--- src/rtl/config.sv ---
// ============================================================================
// Module      : config (shared switch configuration)
// Description : Port counts and default downstream credit depth.
// Revision    : 1.0 - initial release
// ============================================================================
`default_nettype none
`ifndef SWITCH_CONFIG_SV
`define SWITCH_CONFIG_SV
`define N 5
`define M 5
`define SWITCH_CREDITS_DEFAULT 4
`endif
`default_nettype wire

--- src/rtl/switch_control_pkg.sv ---
// ============================================================================
// Module      : switch_control_pkg
// Description : Shared sizing constants and helpers for the switch allocator.
// Revision    : 1.0 - initial release
// ============================================================================
`include "config.sv"
`default_nettype none
package switch_control_pkg;
  localparam int N_IN            = `N;
  localparam int M_OUT           = `M;
  localparam int CREDITS_DEFAULT = `SWITCH_CREDITS_DEFAULT;
  localparam int PTR_W           = (N_IN > 1) ? $clog2(N_IN) : 1;

  // Keeps only the lowest set bit.
  function automatic logic [M_OUT-1:0] lowest_one(input logic [M_OUT-1:0] v);
    return v & (~v + M_OUT'(1));
  endfunction
endpackage
`default_nettype wire

--- src/rtl/switch_control_if.sv ---
// ============================================================================
// Module      : switch_control_if
// Description : Request/credit/grant bundle between agent stage and allocator.
// Revision    : 1.0 - initial release
// ============================================================================
`default_nettype none
interface switch_control_if;
  import switch_control_pkg::*;

  logic [0:N_IN-1][0:M_OUT-1] i_output_req;
  logic [0:N_IN-1]            i_ant;
  logic [0:M_OUT-1]           i_credit_return;
  logic [0:M_OUT-1][0:N_IN-1] o_grant;
  logic [0:M_OUT-1]           o_output_val;
  logic [0:N_IN-1]            o_input_pop;
  logic                       o_credit_err;

  modport master (
    output i_output_req, i_ant, i_credit_return,
    input  o_grant, o_output_val, o_input_pop, o_credit_err
  );

  modport slave (
    input  i_output_req, i_ant, i_credit_return,
    output o_grant, o_output_val, o_input_pop, o_credit_err
  );
endinterface
`default_nettype wire

--- src/rtl/switch_control_rr_arbiter.sv ---
// ============================================================================
// Module      : rr_arbiter
// Description : Combinational round-robin pick with an optional priority class.
// Revision    : 1.0 - initial release
// ============================================================================
`default_nettype none
module rr_arbiter
  import switch_control_pkg::*;
#(
  parameter int WIDTH = N_IN,
  parameter int IDX_W = PTR_W
) (
  input  logic [WIDTH-1:0] i_req,
  input  logic [IDX_W-1:0] i_ptr,
  input  logic [WIDTH-1:0] i_prio,
  output logic [WIDTH-1:0] o_gnt
);
  logic [WIDTH-1:0] w_hi;
  logic [WIDTH-1:0] w_pool;
  logic             w_found;

  always_comb begin
    w_hi    = i_req & i_prio;
    w_pool  = (|w_hi) ? w_hi : i_req;
    o_gnt   = '0;
    w_found = 1'b0;
    // Search [ptr, WIDTH-1] first, then wrap to [0, ptr-1].
    for (int i = 0; i < WIDTH; i++) begin
      if (!w_found && w_pool[i] && (i >= int'(i_ptr))) begin
        o_gnt[i] = 1'b1;
        w_found  = 1'b1;
      end
    end
    for (int i = 0; i < WIDTH; i++) begin
      if (!w_found && w_pool[i]) begin
        o_gnt[i] = 1'b1;
        w_found  = 1'b1;
      end
    end
  end
endmodule
`default_nettype wire

--- src/rtl/switch_control.sv ---
// ============================================================================
// Module      : switch_control
// Description : Credit-aware per-output round-robin switch allocator.
//               Define SWITCH_ANT_PRIORITY_EN to let ant packets win arbitration.
// Revision    : 1.0 - initial release
// ============================================================================
`default_nettype none
module switch_control
  import switch_control_pkg::*;
#(
  parameter int CREDITS = CREDITS_DEFAULT
) (
  input  logic            clk,
  input  logic            reset_n,
  switch_control_if.slave bus
);
  localparam int                 c_cnt_w = $clog2(CREDITS + 1);
  localparam logic [c_cnt_w-1:0] c_full  = c_cnt_w'(CREDITS);
  localparam logic [c_cnt_w-1:0] c_one   = c_cnt_w'(1);

  logic                       r_ready;
  logic [PTR_W-1:0]           r_rr     [M_OUT];
  logic [c_cnt_w-1:0]         r_credit [M_OUT];
  logic [0:M_OUT-1][0:N_IN-1] r_grant;
  logic [0:M_OUT-1]           r_val;
  logic [0:N_IN-1]            r_pop;
  logic                       r_err;

  logic [M_OUT-1:0]           w_raw     [N_IN];
  logic [M_OUT-1:0]           w_lo      [N_IN];
  logic [M_OUT-1:0]           w_elig;
  logic [N_IN-1:0]            w_prio;
  logic [N_IN-1:0]            w_arb_req [M_OUT];
  logic [N_IN-1:0]            w_arb_gnt [M_OUT];
  logic [0:M_OUT-1][0:N_IN-1] w_grant;
  logic [0:M_OUT-1]           w_val;
  logic [0:N_IN-1]            w_pop;
  logic [PTR_W-1:0]           w_rr_nxt  [M_OUT];
  logic                       w_unused_bits;

  assign w_unused_bits = ^{bus.i_ant, bus.i_credit_return[0]};

`ifdef SWITCH_ANT_PRIORITY_EN
  always_comb begin
    w_prio = '0;
    for (int i = 0; i < N_IN; i++) w_prio[i] = bus.i_ant[i];
  end
`else
  assign w_prio = '0;
`endif

  // Requests are held off for one edge after reset and while the head is popping.
  always_comb begin
    w_raw     = '{default: '0};
    w_lo      = '{default: '0};
    w_elig    = '0;
    w_arb_req = '{default: '0};
    for (int i = 0; i < N_IN; i++) begin
      for (int m = 0; m < M_OUT; m++) w_raw[i][m] = bus.i_output_req[i][m];
      w_lo[i] = lowest_one(w_raw[i]);
    end
    for (int m = 0; m < M_OUT; m++) begin
      w_elig[m] = (m == 0) || (r_credit[m] != '0);
      for (int i = 0; i < N_IN; i++)
        w_arb_req[m][i] = r_ready & ~r_pop[i] & w_lo[i][m] & w_elig[m];
    end
  end

  for (genvar m = 0; m < M_OUT; m++) begin : g_arb
    rr_arbiter #(
      .WIDTH (N_IN),
      .IDX_W (PTR_W)
    ) u_arb (
      .i_req  (w_arb_req[m]),
      .i_ptr  (r_rr[m]),
      .i_prio (w_prio),
      .o_gnt  (w_arb_gnt[m])
    );
  end

  always_comb begin
    w_grant  = '0;
    w_val    = '0;
    w_pop    = '0;
    w_rr_nxt = r_rr;
    for (int m = 0; m < M_OUT; m++) begin
      w_val[m] = |w_arb_gnt[m];
      for (int i = 0; i < N_IN; i++) begin
        w_grant[m][i] = w_arb_gnt[m][i];
        w_pop[i]      = w_pop[i] | w_arb_gnt[m][i];
        if (w_arb_gnt[m][i]) w_rr_nxt[m] = (i == N_IN - 1) ? '0 : PTR_W'(i + 1);
      end
    end
  end

  always_ff @(posedge clk or negedge reset_n) begin
    if (!reset_n) begin
      r_ready <= 1'b0;
      r_grant <= '0;
      r_val   <= '0;
      r_pop   <= '0;
      r_err   <= 1'b0;
      for (int m = 0; m < M_OUT; m++) begin
        r_rr[m]     <= '0;
        r_credit[m] <= c_full;
      end
    end else begin
      r_ready <= 1'b1;
      r_grant <= w_grant;
      r_val   <= w_val;
      r_pop   <= w_pop;
      for (int m = 0; m < M_OUT; m++) r_rr[m] <= w_rr_nxt[m];
      // Output 0 feeds the local PE and has no credit counter.
      for (int m = 1; m < M_OUT; m++) begin
        case ({w_val[m], bus.i_credit_return[m]})
          2'b10: r_credit[m] <= r_credit[m] - c_one;
          2'b01: begin
            if (r_credit[m] == c_full) r_err <= 1'b1;
            else                       r_credit[m] <= r_credit[m] + c_one;
          end
          default: ;
        endcase
      end
    end
  end

  assign bus.o_grant      = r_grant;
  assign bus.o_output_val = r_val;
  assign bus.o_input_pop  = r_pop;
  assign bus.o_credit_err = r_err;
endmodule
`default_nettype wire

--- src/flat_wrapper.sv ---
// flat-port wrapper written by rule: the top's interface ports become plain ports
module switch_control_flat import switch_control_pkg::*;
#(
  parameter int CREDITS = CREDITS_DEFAULT
)
  (clk, reset_n, bus_i_output_req, bus_i_ant, bus_i_credit_return, bus_o_grant, bus_o_output_val, bus_o_input_pop, bus_o_credit_err);
  switch_control_if bus_i ();
  input  logic clk;
  input  logic reset_n;
  input wire logic [$bits(bus_i.i_output_req)-1:0] bus_i_output_req;
  input wire logic [$bits(bus_i.i_ant)-1:0] bus_i_ant;
  input wire logic [$bits(bus_i.i_credit_return)-1:0] bus_i_credit_return;
  output wire logic [$bits(bus_i.o_grant)-1:0] bus_o_grant;
  output wire logic [$bits(bus_i.o_output_val)-1:0] bus_o_output_val;
  output wire logic [$bits(bus_i.o_input_pop)-1:0] bus_o_input_pop;
  output wire logic [$bits(bus_i.o_credit_err)-1:0] bus_o_credit_err;
  assign bus_i.i_output_req = bus_i_output_req;
  assign bus_i.i_ant = bus_i_ant;
  assign bus_i.i_credit_return = bus_i_credit_return;
  assign bus_o_grant = bus_i.o_grant;
  assign bus_o_output_val = bus_i.o_output_val;
  assign bus_o_input_pop = bus_i.o_input_pop;
  assign bus_o_credit_err = bus_i.o_credit_err;
  switch_control #(.CREDITS(CREDITS)) u_core (.clk(clk), .reset_n(reset_n), .bus(bus_i));
endmodule
--- config.mk ---
export PLATFORM = sky130hd
export DESIGN_NAME = switch_control_flat
export DESIGN_NICKNAME = d
export VERILOG_FILES = /design/src/rtl/switch_control_pkg.sv /design/src/rtl/switch_control_if.sv /design/src/rtl/switch_control_rr_arbiter.sv /design/src/rtl/switch_control.sv /design/src/flat_wrapper.sv
export VERILOG_INCLUDE_DIRS = /design/src /design/src/rtl
export SDC_FILE = /design/constraint.sdc
export NUM_CORES = 1
export LEC_CHECK = 0
export BUFFER_PORTS_ARGS = -buffer_cell sky130_fd_sc_hd__buf_4
export CAP_MARGIN = 20
export CORE_ASPECT_RATIO = 0.5
export CORE_MARGIN = 2
export CORE_UTILIZATION = 40
export CTS_BUF_LIST = sky130_fd_sc_hd__clkbuf_4
export CTS_CLUSTER_SIZE = 30
export DETAILED_ROUTE_END_ITERATION = 8
export GPL_ROUTABILITY_DRIVEN = 0
export GPL_TIMING_DRIVEN = 0
export PLACE_DENSITY = 0.67
export SETUP_SLACK_MARGIN = 0.15
export SYNTH_ARGS = -nofsm -noshare
export SYNTH_HDL_FRONTEND = slang
export SYNTH_SLANG_ARGS = --single-unit
export TNS_END_PERCENT = 50
--- constraint.sdc ---
create_clock -name clk -period 4 [get_ports clk]
set_clock_uncertainty 0.1 [all_clocks]
set_input_delay 1 -clock clk [delete_from_list [all_inputs] [get_ports clk]]
set_output_delay 1 -clock clk [all_outputs]
set_load 0.01 [all_outputs]
==> reports/qor.csv, run 1 <==
stage,metric,value,unit
outcome,status,"finished, final reports clean",
yosys,avgSynthCellArea,9.49,um^2
power,p_sw_share,41.9,%
sta,fin_ws,0.292,ns
detailed_routing,vias,3711,
floorplan,die_h,75.8,um
floorplan,core,10100,um^2
final_layout,fin_cells,659,
yosys,synthDominantCellAreaShare,36.4,%
sta,setup_violations,0,
grt,grt_overflow,0,
sta,fmax,0.270,GHz
final_layout,antennaDiodeCount,0,
setup_path,critPathLaunchType,input port,
detailed_routing,finalWirelength,10600,um
yosys,yosysUniqueCellTypes,96,
sta,timing.max_slew.rel_slack,32.6,%
power,worst_ir_drop_vdd,0.149,mV
detailed_routing,dr.pass1.iters,5,
floorplan,die-area,11200,um^2
yosys,yosys.area.top_type,dfrtp_1,
floorplan,row_count,26,
setup_path,cp.required,4.26,ns
cts,cts_sinks,64,
yosys,syn_area,4120,um^2
grt,grt_pass1_vias,3379,
yosys,syn_inst,434,
power,power.total,2.87,mW
final_layout,regArea,1610,um^2
cts,clk_latency,0.45,ns
placement,hpwl,7870,um
yosys,synth_ff_type,dfrtp_1,
placement,place_area,4790,um^2
yosys,netlist_top_cells_area,"dfrtp_1 36%, a21oi_1 3.8%, nor2_1 3.6%, nand2_1 2.7%, dfstp_2 2.6%",
detailed_routing,routed-wl-met3,545,um
setup_path,crit_fanout,10,
run,maxCapViolations,0,
power,switchingPower,1.20,mW
yosys,ys_ff_latch,64,
detailed_routing,wl_per_cell,16.1,um
yosys,ys_async_sr_fraction,100,%
cts,cts_tree,yes,
sta,hold_viol,0,
grt,grt_pass1_wl,17100,um
cts,cts_root_buf,clkbuf_4,
yosys,synth_seq_area_share,39.0,%
power,p_seq_share,38.4,%
final_layout,num-fill-cells,976,
placement,place_ws,-0.544,ns
detailed_routing,viasPerCell,5.63,
power,p_comb_share,46.0,%
final_layout,synthToLayoutAreaGrowth,21.0,%
setup_path,crit_type,input port to register,
detailed_routing,drtIter0Drc,349,
grt,grt_max_degree,65,
placement,io_buffers,64,
final_layout,fin_area,4980,um^2
detailed_routing,highest_layer,met4,
power,leakagePower,2.26,nW
floorplan,ioPinCount,73,
setup_path,regToRegSetupSlack,0.32,ns
detailed_routing,ant_nets,0,
grt,grt_use_total,19.8,%
placement,dpl.cell_count,638,
final_layout,finish.net_count,555,
sta,period_minus_slack,3.71,ns
setup_path,cp-end-kind,register,
final_layout,drive_gt1_share,28.9,%
cts,clock_path_buffers,2,
sta,period_share,92.7,%
yosys,synth_nets,475,
min_path,worstHoldPathType,register to register,
power,p_int,1.67,mW
cts,cts_buffers,9,
grt,antenna_found_initial,0,
power,power_density,575,nW/um^2
sta,timing.hold.ws,0.462,ns
sta,rsz0062_at_grt,yes,
detailed_routing,met1_length,5110,um
floorplan,die_x,148,um
sta,tightest_slew,1.00,ns
yosys,yosys.cell_count.top_type,dfrtp_1,
floorplan,initial_core_util,40.7,%
final_layout,multi_input_area,2360,um^2
setup_path,cp.arrival,3.97,ns
sta,maxSlewViolCount,0,
cts,h-tree-depth,3,
yosys,synth_edf_count,0,
yosys,synth_commonest_cells,"60 x dfrtp_1, 40 x nor2_1, 31 x a21oi_1",
detailed_routing,routed-wl-met2,4880,um
power,power.clock.fraction,15.6,%
detailed_routing,drc,0,
yosys,yosys_warnings,0,
cts,clkTransAtPathRegs,0.11,ns
==> flip-flops by register name, indices dropped and copies added, names as in the netlist <==
name                     cells
u_core.r_ready               1
u_core.r_credit             12
u_core.r_rr                 15
u_core.bus.o_credit_err      1
u_core.bus.o_input_pop       5
u_core.bus.o_output_val      5
u_core.bus.o_grant          25
==> cells in the final DEF, fill, tap and decap left out, drive strengths merged, types with 4 or more instances in the layout <==
cell type / count
a31o: 4
or3: 7
o21a: 5
dfrtp: 60
or2: 8
nand4bb: 5
a31oi: 9
o31ai: 6
a21boi: 5
clkbuf: 19
inv: 24
a22oi: 4
dfstp: 4
a211oi: 5
nor3: 18
nand4: 8
a211o: 5
o211ai: 4
nand3b: 9
o2111ai: 4
nor4: 5
mux2i: 5
nor2: 42
a21oi: 31
o21ai: 20
nor3b: 4
nor4b: 5
nand3: 12
buf: 75
fa: 4
clkinv: 4
nand2b: 9
nand2: 31
a21o: 7
==> power groups by stage <==
stage / clock [mW] / combinational, mW / sequential (mW)
final: 0.448 / 1.32 / 1.10
after detailed placement: 0 / 1.29 / 1.11
after global routing: 0.495 / 1.48 / 1.13
after global placement: 0 / 1.27 / 1.10
after floorplan: 0 / 0.943 / 1.08
after CTS: 0.458 / 1.30 / 1.10
==> final cells by class <==
type	instances	share of cell area (%)
Inverter	24	1.86
Sequential cell	64	32.2
Multi-Input combinational cell	331	47.4
Buffer	15	1.86
Clock inverter	6	1.21
Clock buffer	10	1.51
Timing Repair Buffer	69	10.4
Tap cell	140	3.51
==> per-stage QoR <==
step,util [%],setup TNS (ns)
final,49.3,0
after global routing,49.3,0
after CTS,48.8,0
after detailed placement,47.3,-2.69
after global placement,47.3,-2.31
after floorplan,-,0
==> critical path, stage by stage <==
cell and delay, ns:
buf_4 0.13, or4b_4 0.50, o41ai_4 0.44, o21ai_2 0.16, a31oi_2 0.23, a2bb2oi_2 0.20, and2_4 0.19, buf_12 0.13
nand2_4 0.05, fa_2 0.55, o211ai_1 0.08, mux2_4 0.27, o211ai_2 0.05
==> layer usage <==
metal,global-route usage [%],up-vias
met5,0,-
met4,5.13,0
met3,5.15,7
met2,31.7,104
met1,27.2,1816
li1,-,1784
==> cells by family after synthesis <==
family / share of synthesized area [%]
compound gates: 23.9
xor+xnor: 0.638
fa+ha+maj: 1.94
buf+inv: 4.46
flops: 39.0
mux: 2.13
other cells: 0.0910
simple gates: 27.9
==> path summary, 6_finish.rpt <==
check,end,from,depth (start not counted)
max,u_core.r_credit[1]$_DFFE_PN0P_,bus_i_output_req[1],13
min,u_core.r_credit[11]$_DFFE_PN1P_,u_core.r_credit[11]$_DFFE_PN1P_,2
max reg2reg,u_core.r_credit[4]$_DFFE_PN0P_,u_core.r_ready$_DFF_PN0_,13
min reg2reg,u_core.r_credit[11]$_DFFE_PN1P_,u_core.r_credit[11]$_DFFE_PN1P_,2
max in group asynchronous,u_core.r_credit[1]$_DFFE_PN0P_,reset_n,1
min in group asynchronous,u_core.bus.o_grant[8]$_DFF_PN0_,reset_n,1
==> what timing repair did <==
item	4_1_cts	5_1_grt
setup endpoints to repair	5	6
buffers inserted	0	5
gates resized for setup	1	4
pin swaps	0	3
hold buffers	0	0
No activity file was read; power rests on OpenSTA's default activity.
==> inputs of run 2 (changes only) <==
--- a/config.mk
+++ b/config.mk
@@ -10,13 +10,13 @@
 export CAP_MARGIN = 20
 export CORE_ASPECT_RATIO = 0.5
 export CORE_MARGIN = 2
-export CORE_UTILIZATION = 40
+export CORE_UTILIZATION = 50
 export CTS_BUF_LIST = sky130_fd_sc_hd__clkbuf_4
 export CTS_CLUSTER_SIZE = 30
 export DETAILED_ROUTE_END_ITERATION = 8
 export GPL_ROUTABILITY_DRIVEN = 0
 export GPL_TIMING_DRIVEN = 0
-export PLACE_DENSITY = 0.67
+export PLACE_DENSITY = 0.8
 export SETUP_SLACK_MARGIN = 0.15
 export SYNTH_ARGS = -nofsm -noshare
 export SYNTH_HDL_FRONTEND = slang
==> reports/qor.csv, run 2 (synthesis results as in run 1) <==
stage,metric,value,unit,change
detailed_routing,wl_per_cell,16.7,um,+3.5%
floorplan,ioPinCount,73,,unchanged
detailed_routing,viasPerCell,5.95,,+5.7%
detailed_routing,drc,0,,unchanged
power,p_sw_share,43.8,%,+2.0 points
setup_path,cp.arrival,4.03,ns,+0.06 ns
sta,setup_violations,0,,unchanged
floorplan,die_x,132,um,-10%
cts,hold_buffers,0,,unchanged
cts,clk_latency,0.45,ns,about the same
detailed_routing,vias,3745,,+0.92%
cts,cts_sinks,64,,unchanged
cts,cts_buffers,9,,unchanged
floorplan,row_count,23,,-12%
power,leakagePower,2.23,nW,-1.5%
final_layout,antennaDiodeCount,0,,unchanged
grt,grt_pass1_vias,3473,,+2.8%
sta,timing.hold.ws,0.437,ns,-0.0244 ns
setup_path,crit_type,input port to register,,
sta,timing.max_slew.rel_slack,27.6,%,-5.0 points
final_layout,synthToLayoutAreaGrowth,19.3,%,
sta,rsz0062_at_grt,yes,,
detailed_routing,finalWirelength,10500,um,-1.2%
sta,maxSlewViolCount,0,,unchanged
setup_path,cp-end-kind,register,,
floorplan,core,8000,um^2,-21%
placement,hpwl,7660,um,-2.7%
final_layout,largest_register_ffs,25,,unchanged
placement,io_buffers,64,,unchanged
final_layout,fin_area,4920,um^2,-1.3%
placement,place_area,4750,um^2,-0.73%
cts,clkTransAtPathRegs,0.13,ns,+0.02 ns
floorplan,die_h,68.2,um,-10%
grt,grt_use_total,24.8,%,+5.1 points
cts,clock_path_buffers,2,,unchanged
floorplan,die-area,9030,um^2,-19%
grt,grt_overflow,0,,unchanged
sta,period_minus_slack,3.76,ns,+0.0521 ns
grt,grt_pass1_wl,17500,um,+2.0%
power,p_seq_share,38.9,%,+0.5 points
placement,dpl.cell_count,610,,-4.4%
cts,cts_root_buf,clkbuf_4,,
power,power_density,577,nW/um^2,+0.25%
power,p_comb_share,46.5,%,+0.5 points
final_layout,mostFrequentLayoutCells,"68 x buf_4, 60 x dfrtp_1, 40 x nor2_1",,
sta,fmax,0.266,GHz,-1.4%
power,switchingPower,1.24,mW,+3.5%
power,worst_ir_drop_vdd,0.195,mV,+31%
run,maxCapViolations,0,,unchanged
setup_path,cp.required,4.27,ns,about the same
sta,tightest_slew,1.08,ns,+0.0746 ns
final_layout,layout.cells.most_common,buf_4,,
power,power.clock.fraction,14.6,%,-1.0 points
detailed_routing,dr.pass1.iters,5,,unchanged
floorplan,initial_core_util,51.5,%,+11 points
cts,h-tree-depth,3,,unchanged
final_layout,drive_gt1_share,28.4,%,-0.47 points
detailed_routing,drtIter0Drc,419,,+20%
grt,grt_max_degree,65,,unchanged
final_layout,finish.net_count,553,,-0.36%
final_layout,fin_cells,629,,-4.6%
setup_path,critPathLaunchType,input port,,
grt,antenna_found_initial,0,,unchanged
power,p_int,1.59,mW,-4.4%
detailed_routing,ant_nets,0,,unchanged
outcome,status,"finished, final reports clean",,
final_layout,num-fill-cells,697,,-29%
sta,hold_viol,0,,unchanged
sta,period_share,94.0,%,+1.3 points
min_path,worstHoldPathType,register to register,,
setup_path,crit_fanout,10,,unchanged
cts,cts_tree,yes,,
==> run 2: stage by stage <==
stage / setup slack (ns) / TNS (ns) / total power, mW / util [%]
2_1_floorplan: 0.104 / 0 / 2.02 / -
3_3_place_gp: -0.389 / -1.96 / 2.35 / 59.4
3_5_place_dp: -0.485 / -2.46 / 2.41 / 59.4
4_1_cts: 0.169 / 0 / 2.82 / 61.1
5_1_grt: 0.142 / 0 / 3.06 / 61.5
6_report: 0.240 / 0 / 2.84 / 61.5
==> run 2: worst max-delay path: stages <==
cell and delay (ns):
buf_4 0.13, or4b_4 0.56, o41ai_4 0.47, o21ai_2 0.15, a31oi_2 0.22, a2bb2oi_2 0.17, and2_4 0.19, buf_12 0.13
nand2_4 0.05, fa_2 0.55, o211ai_1 0.08, mux2_4 0.27, o211ai_2 0.06
==> run 2: layout make-up <==
class | count | area (um^2) | share of cell area, %
inverter | 24 | 92.6 | 1.88
multi-input combinational | 331 | 2360 | 48.0
clock inverter | 7 | 56.3 | 1.15
clock buffer | 9 | 67.6 | 1.37
tap | 112 | 140 | 2.85
sequential | 64 | 1610 | 32.7
timing repair buffer | 67 | 503 | 10.2
buffer | 15 | 91.3 | 1.86
==> run 2: worst paths after layout <==
check / startpoint / to / slack [ns] / depth (start not counted)
max in group asynchronous: reset_n / u_core.r_credit[10]$_DFFE_PN0P_ / 2.74 / 1
hold / removal: u_core.r_credit[11]$_DFFE_PN1P_ / u_core.r_credit[11]$_DFFE_PN1P_ / 0.44 / 2
min in group asynchronous: reset_n / u_core.r_rr[5]$_DFFE_PN0P_ / 0.53 / 1
setup reg to reg: u_core.r_rr[0]$_DFFE_PN0P_ / u_core.r_credit[1]$_DFFE_PN0P_ / 0.38 / 13
hold reg to reg: u_core.r_credit[11]$_DFFE_PN1P_ / u_core.r_credit[11]$_DFFE_PN1P_ / 0.44 / 2
setup / recovery: bus_i_output_req[3] / u_core.r_credit[1]$_DFFE_PN0P_ / 0.24 / 13
==> run 2: what timing repair did <==
item                       CTS  global route
setup endpoints to repair    5             5
buffers inserted             0             3
resized for setup            1             1
pin swaps                    0             2
==> run 2: layer usage <==
layer | vias up | wire length, um | global-route usage (%)
met4 | 0 | 134 | 7.26
met5 | - | 0 | 0
met2 | 151 | 4820 | 40.2
li1 | 1787 | - | -
met1 | 1789 | 4710 | 32.8
met3 | 18 | 831 | 7.63
==> run 2: power by group through the flow <==
stage	clock (mW)	sequential, mW	combinational, mW
CTS	0.420	1.10	1.31
detailed placement	0	1.11	1.30
global route	0.447	1.14	1.48
global placement	0	1.10	1.25
floorplan	0	1.08	0.943
finish	0.413	1.10	1.32
==> inputs of run 3 (changes only) <==
--- a/config.mk
+++ b/config.mk
@@ -17,6 +17,7 @@
 export GPL_ROUTABILITY_DRIVEN = 0
 export GPL_TIMING_DRIVEN = 0
 export PLACE_DENSITY = 0.8
+export RECOVER_POWER = 25
 export SETUP_SLACK_MARGIN = 0.15
 export SYNTH_ARGS = -nofsm -noshare
 export SYNTH_HDL_FRONTEND = slang
==> reports/qor.csv, run 3 (synthesis results as in run 1) <==
stage,metric,value,unit,change
power,switchingPower,1.24,mW,about the same
sta,final.setup.tns,0,ns,unchanged
sta,timing.max_slew.rel_slack,-6.65,%,-34 points
power,leakagePower,2.23,nW,about the same
cts,cts_tree,yes,,
min_path,hold_end,u_core.r_credit[11]$_DFFE_PN1P_,,
final_layout,num-fill-cells,698,,+0.14%
min_path,hp-start,u_core.r_credit[11]$_DFFE_PN1P_,,
grt,grt_overflow,0,,unchanged
floorplan,row_count,23,,unchanged
setup_path,crit_fanout,10,,unchanged
outcome,violations,"capacitance limit, slew limit",,
grt,grt_use_total,24.8,%,unchanged
setup_path,cp.required,4.27,ns,about the same
power,p_int,1.59,mW,about the same
cts,clk_latency,0.45,ns,about the same
setup_path,cp.arrival,4.03,ns,about the same
final_layout,synthToLayoutAreaGrowth,19.3,%,about the same
setup_path,slowest_stage,or4b_4,,
detailed_routing,ant_nets,0,,unchanged
detailed_routing,viasPerCell,5.96,,about the same
sta,fin_ws,0.240,ns,-0.00000100 ns
sta,period_minus_slack,3.76,ns,+0.00000100 ns
setup_path,rr_startpoint,u_core.r_rr[0]$_DFFE_PN0P_,,
grt,grt_pass1_wl,17500,um,unchanged
detailed_routing,finalWirelength,10500,um,about the same
sta,period_share,94.0,%,about the same
cts,clock_path_buffers,2,,unchanged
sta,maxSlewViolCount,65,,+65
setup_path,path_buf_inv,2,,unchanged
run,maxCapViolations,1,,+1
detailed_routing,drc,0,,unchanged
outcome,status,"complete, but fails checks",,
setup_path,r2r_cells,13,,unchanged
detailed_routing,vias,3747,,+0.053%
final_layout,mostFrequentLayoutCells,"67 x buf_4, 60 x dfrtp_1, 40 x nor2_1",,
placement,io_buffers,64,,unchanged
grt,antenna_found_initial,0,,unchanged
placement,hpwl,7660,um,unchanged
final_layout,drive_gt1_share,28.4,%,unchanged
sta,rsz0062_at_grt,yes,,
power,p_sw_share,43.8,%,about the same
setup_path,critPathLaunchType,input port,,
cts,hold_buffers,0,,unchanged
final_layout,largest_register_ffs,25,,unchanged
power,p_seq_share,38.9,%,about the same
setup_path,regToRegSetupSlack,0.38,ns,about the same
final_layout,antennaDiodeCount,0,,unchanged
grt,grt_max_degree,65,,unchanged
floorplan,die_h,68.2,um,unchanged
setup_path,worstPathCellList,buf_4 -> or4b_4 -> o41ai_4 -> o21ai_2 -> a31oi_2 -> a2bb2oi_2 -> and2_4 -> buf_12 -> nand2_4 -> fa_2 -> o211ai_1 -> mux2_4 -> o211ai_2,,
min_path,worstHoldPathType,register to register,,
grt,grt_pass1_vias,3473,,unchanged
cts,clkTransAtPathRegs,0.13,ns,about the same
detailed_routing,drtIter0Drc,419,,unchanged
floorplan,initial_core_util,51.5,%,unchanged
sta,setup_violations,0,,unchanged
final_layout,layout.cells.most_common,buf_4,,
power,worst_ir_drop_vdd,0.195,mV,about the same
setup_path,r2r_end,u_core.r_credit[1]$_DFFE_PN0P_,,
placement,place_ws,-0.485,ns,unchanged
setup_path,crit_type,input port to register,,
floorplan,die-area,9030,um^2,unchanged
setup_path,cp-end-kind,register,,
cts,cts_buffers,9,,unchanged
final_layout,finish.net_count,553,,unchanged
power,power_density,577,nW/um^2,about the same
power,p_comb_share,46.5,%,about the same
detailed_routing,dr.pass1.iters,5,,unchanged
sta,tightest_slew,1.60,ns,+0.522 ns
floorplan,core,8000,um^2,unchanged
sta,fmax,0.266,GHz,unchanged
cts,h-tree-depth,3,,unchanged
cts,cts_root_buf,clkbuf_4,,
detailed_routing,wl_per_cell,16.7,um,about the same
cts,cts_sinks,64,,unchanged
setup_path,critPathTopFamily,compound AO/OA/AOI/OAI gates,,
floorplan,ioPinCount,73,,unchanged
setup_path,crit_path_max_incr_delay,0.56,ns,about the same
min_path,hold_depth,2,,unchanged
sta,hold_viol,0,,unchanged
power,power.clock.fraction,14.6,%,about the same
floorplan,die_x,132,um,unchanged
## run 3: changes by cell type in the layout (fill, tap and decap cells not counted), sizes merged
cell / delta
buf: -1
clkbuf: +1
## run 3: cell type report
type | count | area (um^2) | area share [%]
buffer | 15 | 91.3 | 1.86
clock buffer | 9 | 67.6 | 1.37
clock inverter | 7 | 56.3 | 1.15
inverter | 24 | 92.6 | 1.88
multi-input combinational | 331 | 2360 | 48.0
sequential | 64 | 1610 | 32.7
tap | 112 | 140 | 2.85
timing repair buffer | 67 | 500 | 10.2
## run 3: routing by layer
metal	share of wire [%]	vias up	track usage, %
li1	-	1787	-
met1	45	1791	32.8
met2	46	151	40.2
met3	7.9	18	7.63
met4	1.3	0	7.26
met5	0	-	0
## run 3: power groups by stage
stage / Sequential [mW] / Clock (mW) / Combinational (mW)
global placement: 1.10 / 0 / 1.25
CTS: 1.10 / 0.420 / 1.31
finish: 1.10 / 0.413 / 1.32
detailed placement: 1.11 / 0 / 1.30
floorplan: 1.08 / 0 / 0.943
global route: 1.14 / 0.447 / 1.48
## run 3: how the worst max path moves through the flow
stage | to | slack (ns) | cells past startpoint | from
after floorplan | u_core.r_credit[1]$_DFFE_PN0P_ | 0.10 | 12 | bus_i_output_req[3]
after detailed placement | u_core.r_credit[4]$_DFFE_PN0P_ | -0.49 | 13 | bus_i_output_req[19]
after CTS | u_core.r_credit[1]$_DFFE_PN0P_ | 0.17 | 13 | bus_i_output_req[24]
after global placement | u_core.r_credit[1]$_DFFE_PN0P_ | -0.39 | 13 | bus_i_output_req[19]
final | u_core.r_credit[1]$_DFFE_PN0P_ | 0.24 | 13 | bus_i_output_req[3]
after global routing | u_core.r_credit[1]$_DFFE_PN0P_ | 0.14 | 13 | bus_i_output_req[3]
## run 3: what timing repair did
| item | 4_1_cts | 5_1_grt |
|---|---|---|
| setup buffers | 0 | 3 |
| endpoints found under the setup margin | 5 | 5 |
| pin swaps | 0 | 2 |
| gates resized for setup | 1 | 1 |
## run 3: worst min-delay path, cell delays in order (launching register included)
cell and delay (ns):
dfstp_2 0.42, o221ai_1 0.07, o21ai_1 0.07
## run 3: through the flow
stage	cell area (um^2)	total power, mW	util, %	instances	hold slack, ns
floorplan	4130	2.02	-	434	0.392
global placement	4750	2.35	59.4	610	0.418
detailed placement	4750	2.41	59.4	610	0.424
CTS	4890	2.82	61.1	626	0.442
global route	4910	3.06	61.4	629	0.489
finish	4910	2.84	61.4	629	0.437
